[config.mk]
export PLATFORM = sky130hd
export DESIGN_NAME = present_core_param
export DESIGN_NICKNAME = d
export VERILOG_FILES = /design/src/rtl/present_pkg.sv /design/src/rtl/present_key_step.sv /design/src/rtl/present_core_param.sv
export SDC_FILE = /design/constraint.sdc
export NUM_CORES = 2
export LEC_CHECK = 0
export ABC_CLOCK_PERIOD_IN_PS = 5600
export CAP_MARGIN = 20
export CORE_MARGIN = 10
export CORE_UTILIZATION = 56
export DETAILED_ROUTE_END_ITERATION = 8
export PLACE_DENSITY = 0.76
export SYNTH_ARGS = -nofsm -noshare
export SYNTH_HDL_FRONTEND = slang
export SYNTH_SLANG_ARGS = --single-unit
[constraint.sdc]
create_clock -name clk -period 5.6 [get_ports clk]
set_clock_uncertainty 0.1 [all_clocks]
set_input_delay 1.12 -clock clk [delete_from_list [all_inputs] [get_ports clk]]
set_output_delay 1.12 -clock clk [all_outputs]
set_load 0.02 [all_outputs]
[src/rtl/present_pkg.sv]
// Shared PRESENT definitions: FSM states, parameter legality checks,
// substitution and permutation layers (forward and inverse).
package present_pkg;

  typedef enum logic [2:0] {
    NO_KEY,
    EXPAND,
    IDLE,
    RUN,
    HOLD
  } core_state_t;

  // 4-bit S-box and its inverse as nibble lookup tables (entry 0 in the low nibble)
  localparam logic [63:0] SBOX_T     = 64'h21748FE3DA09B65C;
  localparam logic [63:0] INV_SBOX_T = 64'hA970364BD21C8FE5;

  function automatic bit key_width_ok(input int kw);
    return (kw == 80) || (kw == 128);
  endfunction

  function automatic bit rounds_ok(input int r);
    return (r >= 1) && (r <= 31);
  endfunction

  function automatic logic [3:0] sbox(input logic [3:0] x);
    return SBOX_T[{x, 2'b00} +: 4];
  endfunction

  function automatic logic [3:0] inv_sbox(input logic [3:0] x);
    return INV_SBOX_T[{x, 2'b00} +: 4];
  endfunction

  function automatic logic [63:0] s_layer(input logic [63:0] x);
    logic [63:0] o;
    o = '0;
    for (int n = 0; n < 16; n++) o[4*n +: 4] = sbox(x[4*n +: 4]);
    return o;
  endfunction

  function automatic logic [63:0] inv_s_layer(input logic [63:0] x);
    logic [63:0] o;
    o = '0;
    for (int n = 0; n < 16; n++) o[4*n +: 4] = inv_sbox(x[4*n +: 4]);
    return o;
  endfunction

  // Bit i moves to position 16*i mod 63; bit 63 stays put
  function automatic logic [63:0] p_layer(input logic [63:0] x);
    logic [63:0] o;
    o = '0;
    for (int i = 0; i < 63; i++) o[(i * 16) % 63] = x[i];
    o[63] = x[63];
    return o;
  endfunction

  function automatic logic [63:0] inv_p_layer(input logic [63:0] x);
    logic [63:0] o;
    o = '0;
    for (int i = 0; i < 63; i++) o[i] = x[(i * 16) % 63];
    o[63] = x[63];
    return o;
  endfunction

endpackage

[src/rtl/present_key_step.sv]
// One PRESENT key-schedule update: rotate left 61, S-box on the top
// nibble(s), XOR the round counter into the counter field.
module present_key_step
  import present_pkg::*;
#(
  parameter int KEY_WIDTH = 80
) (
  input  logic [KEY_WIDTH-1:0] key_in,
  input  logic [4:0]           rc,
  output logic [KEY_WIDTH-1:0] key_out
);

  logic [KEY_WIDTH-1:0] rot;

  // Combinational schedule step; 128-bit keys substitute two nibbles
  always_comb begin
    rot = {key_in[KEY_WIDTH-62:0], key_in[KEY_WIDTH-1:KEY_WIDTH-61]};
    key_out = rot;
    key_out[KEY_WIDTH-1 -: 4] = sbox(rot[KEY_WIDTH-1 -: 4]);
    if (KEY_WIDTH == 128) begin
      key_out[KEY_WIDTH-5 -: 4] = sbox(rot[KEY_WIDTH-5 -: 4]);
      key_out[66:62] = rot[66:62] ^ rc;
    end else begin
      key_out[19:15] = rot[19:15] ^ rc;
    end
  end

endmodule

[src/rtl/present_core_param.sv]
// Iterative PRESENT encrypt/decrypt engine with valid/ready key and block
// interfaces. Key expansion fills a round-key store once per key load;
// each block then takes one round per cycle plus one finishing cycle.
module present_core_param
  import present_pkg::*;
#(
  parameter int KEY_WIDTH = 80,
  parameter int ROUNDS    = 31
) (
  input  logic                 clk,
  input  logic                 rst,
  input  logic                 key_valid,
  output logic                 key_ready,
  input  logic [KEY_WIDTH-1:0] key,
  input  logic                 in_valid,
  output logic                 in_ready,
  input  logic                 enc_dec,
  input  logic [63:0]          block_i,
  output logic                 out_valid,
  input  logic                 out_ready,
  output logic [63:0]          block_o,
  output logic                 busy
);

  localparam int CW = $clog2(ROUNDS + 2);
  localparam logic [CW-1:0] LAST = CW'(ROUNDS + 1);

  generate
    if (!key_width_ok(KEY_WIDTH)) begin : g_bad_key_width
      $error("present_core_param: KEY_WIDTH must be 80 or 128");
    end
    if (!rounds_ok(ROUNDS)) begin : g_bad_rounds
      $error("present_core_param: ROUNDS must be in 1..31");
    end
  endgenerate

  core_state_t          state_q, state_d;
  logic [CW-1:0]        kcnt;
  logic [CW-1:0]        rnd;
  logic                 mode;
  logic [KEY_WIDTH-1:0] keyreg;
  logic [KEY_WIDTH-1:0] key_next;
  logic [63:0]          rk [0:ROUNDS+1];
  logic [63:0]          blk;
  logic [63:0]          fwd_round;
  logic [63:0]          inv_round;
  logic [4:0]           rc5;
  logic                 key_fire;
  logic                 in_fire;
  logic                 run_done;

  // Handshake and status outputs decode directly from the state register.
  // A key offered in IDLE wins, so the block side is withheld that cycle.
  assign key_ready = (state_q == NO_KEY) || (state_q == IDLE);
  assign in_ready  = ((state_q == IDLE) && !key_valid) ||
                     ((state_q == HOLD) && out_ready);
  assign out_valid = (state_q == HOLD);
  assign busy      = (state_q == EXPAND) || (state_q == RUN);
  assign key_fire  = key_valid && key_ready;
  assign in_fire   = in_valid && in_ready;

  // Encrypt finishes once the counter has passed the last round; decrypt
  // finishes once it has counted down past round 1.
  assign run_done = (state_q == RUN) && (mode ? (rnd == '0) : (rnd == LAST));

  assign rc5       = 5'(kcnt);
  assign fwd_round = p_layer(s_layer(blk ^ rk[rnd]));
  assign inv_round = inv_s_layer(inv_p_layer(blk)) ^ rk[rnd];

  present_key_step #(
    .KEY_WIDTH (KEY_WIDTH)
  ) u_key_step (
    .key_in  (keyreg),
    .rc      (rc5),
    .key_out (key_next)
  );

  // State register
  always_ff @(posedge clk or negedge rst) begin
    if (!rst) state_q <= NO_KEY;
    else      state_q <= state_d;
  end

  // Next-state logic
  always_comb begin
    state_d = state_q;
    case (state_q)
      NO_KEY: if (key_valid) state_d = EXPAND;
      EXPAND: if (kcnt == LAST) state_d = IDLE;
      IDLE: begin
        if (key_valid)     state_d = EXPAND;
        else if (in_valid) state_d = RUN;
      end
      RUN:  if (run_done) state_d = HOLD;
      HOLD: if (out_ready) state_d = in_valid ? RUN : IDLE;
      default: state_d = NO_KEY;
    endcase
  end

  // Control registers: counters, direction and the visible result
  always_ff @(posedge clk or negedge rst) begin
    if (!rst) begin
      kcnt    <= '0;
      rnd     <= '0;
      mode    <= 1'b0;
      block_o <= '0;
    end else begin
      if (key_fire)                kcnt <= CW'(1);
      else if (state_q == EXPAND)  kcnt <= kcnt + 1'b1;

      if (in_fire) begin
        mode <= enc_dec;
        rnd  <= enc_dec ? CW'(ROUNDS) : CW'(1);
      end else if ((state_q == RUN) && !run_done) begin
        rnd  <= mode ? (rnd - 1'b1) : (rnd + 1'b1);
      end

      if (run_done) block_o <= mode ? blk : (blk ^ rk[LAST]);
    end
  end

  // Datapath registers: key register, round-key store and cipher state
  always_ff @(posedge clk) begin
    if (key_fire)               keyreg <= key;
    else if (state_q == EXPAND) keyreg <= key_next;

    if (state_q == EXPAND) rk[kcnt] <= keyreg[KEY_WIDTH-1 -: 64];

    if (in_fire)                            blk <= enc_dec ? (block_i ^ rk[LAST]) : block_i;
    else if ((state_q == RUN) && !run_done) blk <= mode ? inv_round : fwd_round;
  end

endmodule

==> reports/results.tsv <==
metric	value	unit
synthFlopType	edfxtp_1	
syn_nets	5895	
grt_pass1_wl	436000	um
tns	0	ns
ys_types	98	
worstSkewPairLatency	0.89	ns
die_y	442	um
die-area	0.195	sq mm
ys_seq_elements	2336	
relSlewSlack	0.222	
rsz0062_at_grt	false	
num_vias	58800	
fin_crit_sh	0.863	
pre_cts_slack	0.885	ns
dr.pass1.iters	8	
ctsResizeCount	0	
hold_viol	0	
num_io_pins	218	
final_cell_mix	edfxtp_1, nand2_1, mux4_2	
syn_area_per_cell	17.8	sq um
synth_edf_count	2256	
avgViaCountPerCell	6.89	
design.core.area	0.176	sq mm
drt-initial-drc-count	9945	
ant_nets	0	
fin_nets	6300	
cp.arrival	5.41	ns
timing.max_cap.violations	0	
mostFrequentLayoutCell	edfxtp_1	
hpwl	190000	um
syn_inst	5589	
end_kind	flop	
area_delta_synth_final	14.0	%
wl_per_cell	36.8	um
place.gp.congestion	0.973	
setup_violations	0	
synth_seq_area_share	0.701	
leakage	37.9	nW
setup_ws	0.769	ns
path_class	reg2reg	
drc	0	
cts_setup_buffers	0	
antenna_found_initial	16	
critPathMaxFanout	40	
drive_gt1_frac	0.199	
cts_hold_buf	0	
async_reset_ff_frac	0.0342	
path_clk_slew	0.07	ns
track_usage	0.319	
cp.required	6.18	ns
root_buffer	clkbuf_16	
routed_wl	314000	um
port_buffers	217	
reg2reg_depth	12	
cts_max_level	4	
clkSinkCount	2336	
min_path_type	in2async	
grt_max_degree	94	
ys_warn_count	0	
fmax	0.207	GHz
powerDensity	645	mW/mm^2
peakVddDrop	0.357	mV
clockBufferDepth	3	
timing.hold.ws	0.215	ns
cts_tree	built	
die_w	442	um
worst_pin_slew	1.17	ns
nFillCells	11700	
netlist_area	0.0995	sq mm
finalMaxSlewViolations	0	
std_cell_rows	154	
critPathLaunchType	flop	
grt_pass1_vias	57000	
initial_core_util	0.564	
status	completed	
overflow	0	
period_needed	4.83	ns
cts_buffers	219	
-- layer usage --
metal  track usage  share of wire
met3         0.111           0.15
met1         0.413           0.33
met5             0        0.00029
met4         0.158          0.060
met2         0.484           0.45
-- worst max-delay path, stage by stage (launching register included) --
cell	delay, ns
dfrtp_4	0.88
buf_12	0.33
buf_12	0.31
mux4_2	0.55
mux2_2	0.29
a221oi_1	0.34
o31ai_1	0.19
xnor2_1	0.32
inv_1	0.15
ha_1	0.33
or2_2	0.30
a211o_1	0.29
a32oi_1	0.18
-- worst paths after layout --
path,from,end,slack (ns)
worst min-delay path,rst,block_o[57],0.22
worst min register to register,keyreg[5],keyreg[66],0.41
min in group clk,keyreg[5],keyreg[66],0.41
max in group asynchronous,rst,block_o[37],4.22
worst max-delay path,rnd[0],blk[9],0.77
worst max register to register,rnd[0],blk[9],0.77
-- Yosys cell counts, types with 19 or more instances --
master | number | area, sq um
ha_1 | 155 | 1940
buf_6 | 33 | 372
a32oi_1 | 22 | 193
a31oi_1 | 28 | 175
xor2_1 | 53 | 464
mux2_2 | 37 | 417
dfrtp_1 | 80 | 2000
a21oi_1 | 161 | 806
o41a_1 | 19 | 214
mux2i_1 | 145 | 1450
o22ai_1 | 110 | 688
edfxtp_1 | 2256 | 67700
a211oi_1 | 28 | 210
inv_1 | 118 | 443
buf_2 | 61 | 305
buf_4 | 26 | 195
nor2b_1 | 78 | 488
nor2_1 | 195 | 732
nand3_1 | 42 | 210
o21ai_0 | 103 | 515
mux4_1 | 28 | 736
nand2_1 | 527 | 1980
o22a_1 | 20 | 175
o221ai_1 | 28 | 245
clkbuf_1 | 127 | 477
buf_1 | 22 | 82.6
a22oi_1 | 33 | 248
mux4_2 | 478 | 10800
xnor2_1 | 221 | 1940
nand2b_1 | 36 | 225
-- flip-flops by register name, indices dropped and copies added, names as in the netlist --
name / flops
blk: 64
block_o: 64
kcnt: 6
keyreg: 80
mode: 1
rk: 2112
rnd: 6
state_q: 3
-- logic make-up after synthesis --
family	Yosys count	share of synthesized area
adders and majority gates	156	0.0197
and+or+nand+nor	984	0.0435
muxes	689	0.134
buffers and inverters	428	0.0248
xor gates and xnor gates	288	0.0266
AOI/OAI and AO/OA	708	0.0501
DFF	2336	0.701
-- power by group --
| group | internal [mW] | switching [mW] |
|---|---|---|
| Clock | 8.43 | 6.69 |
| Combinational | 12.6 | 19.4 |
| Sequential | 23.8 | 2.16 |
-- stage by stage --
stage | util | power (mW) | instances | area [sq um]
2_1_floorplan | - | 46.1 | 5589 | 99500
3_3_place_gp | 0.597 | 56.0 | 8081 | 105000
3_5_place_dp | 0.598 | 56.8 | 8088 | 106000
4_1_cts | 0.639 | 71.9 | 8503 | 113000
5_1_grt | 0.643 | 75.7 | 8529 | 113000
6_report | 0.643 | 73.2 | 8542 | 113000
-- cell type report --
class                   instances  area [sq um]  area share
clock buffers                 275          5740      0.0506
diodes                         14          35.0    0.000309
multi-input cells            2825         27600       0.243
well taps                    2340          2930      0.0258
flip-flops and latches       2336         69800       0.615
clock inverters               140          1510      0.0133
repair buffers                490          5410      0.0477
inverters                     122           458     0.00404
(Power assumes the default switching activity.)
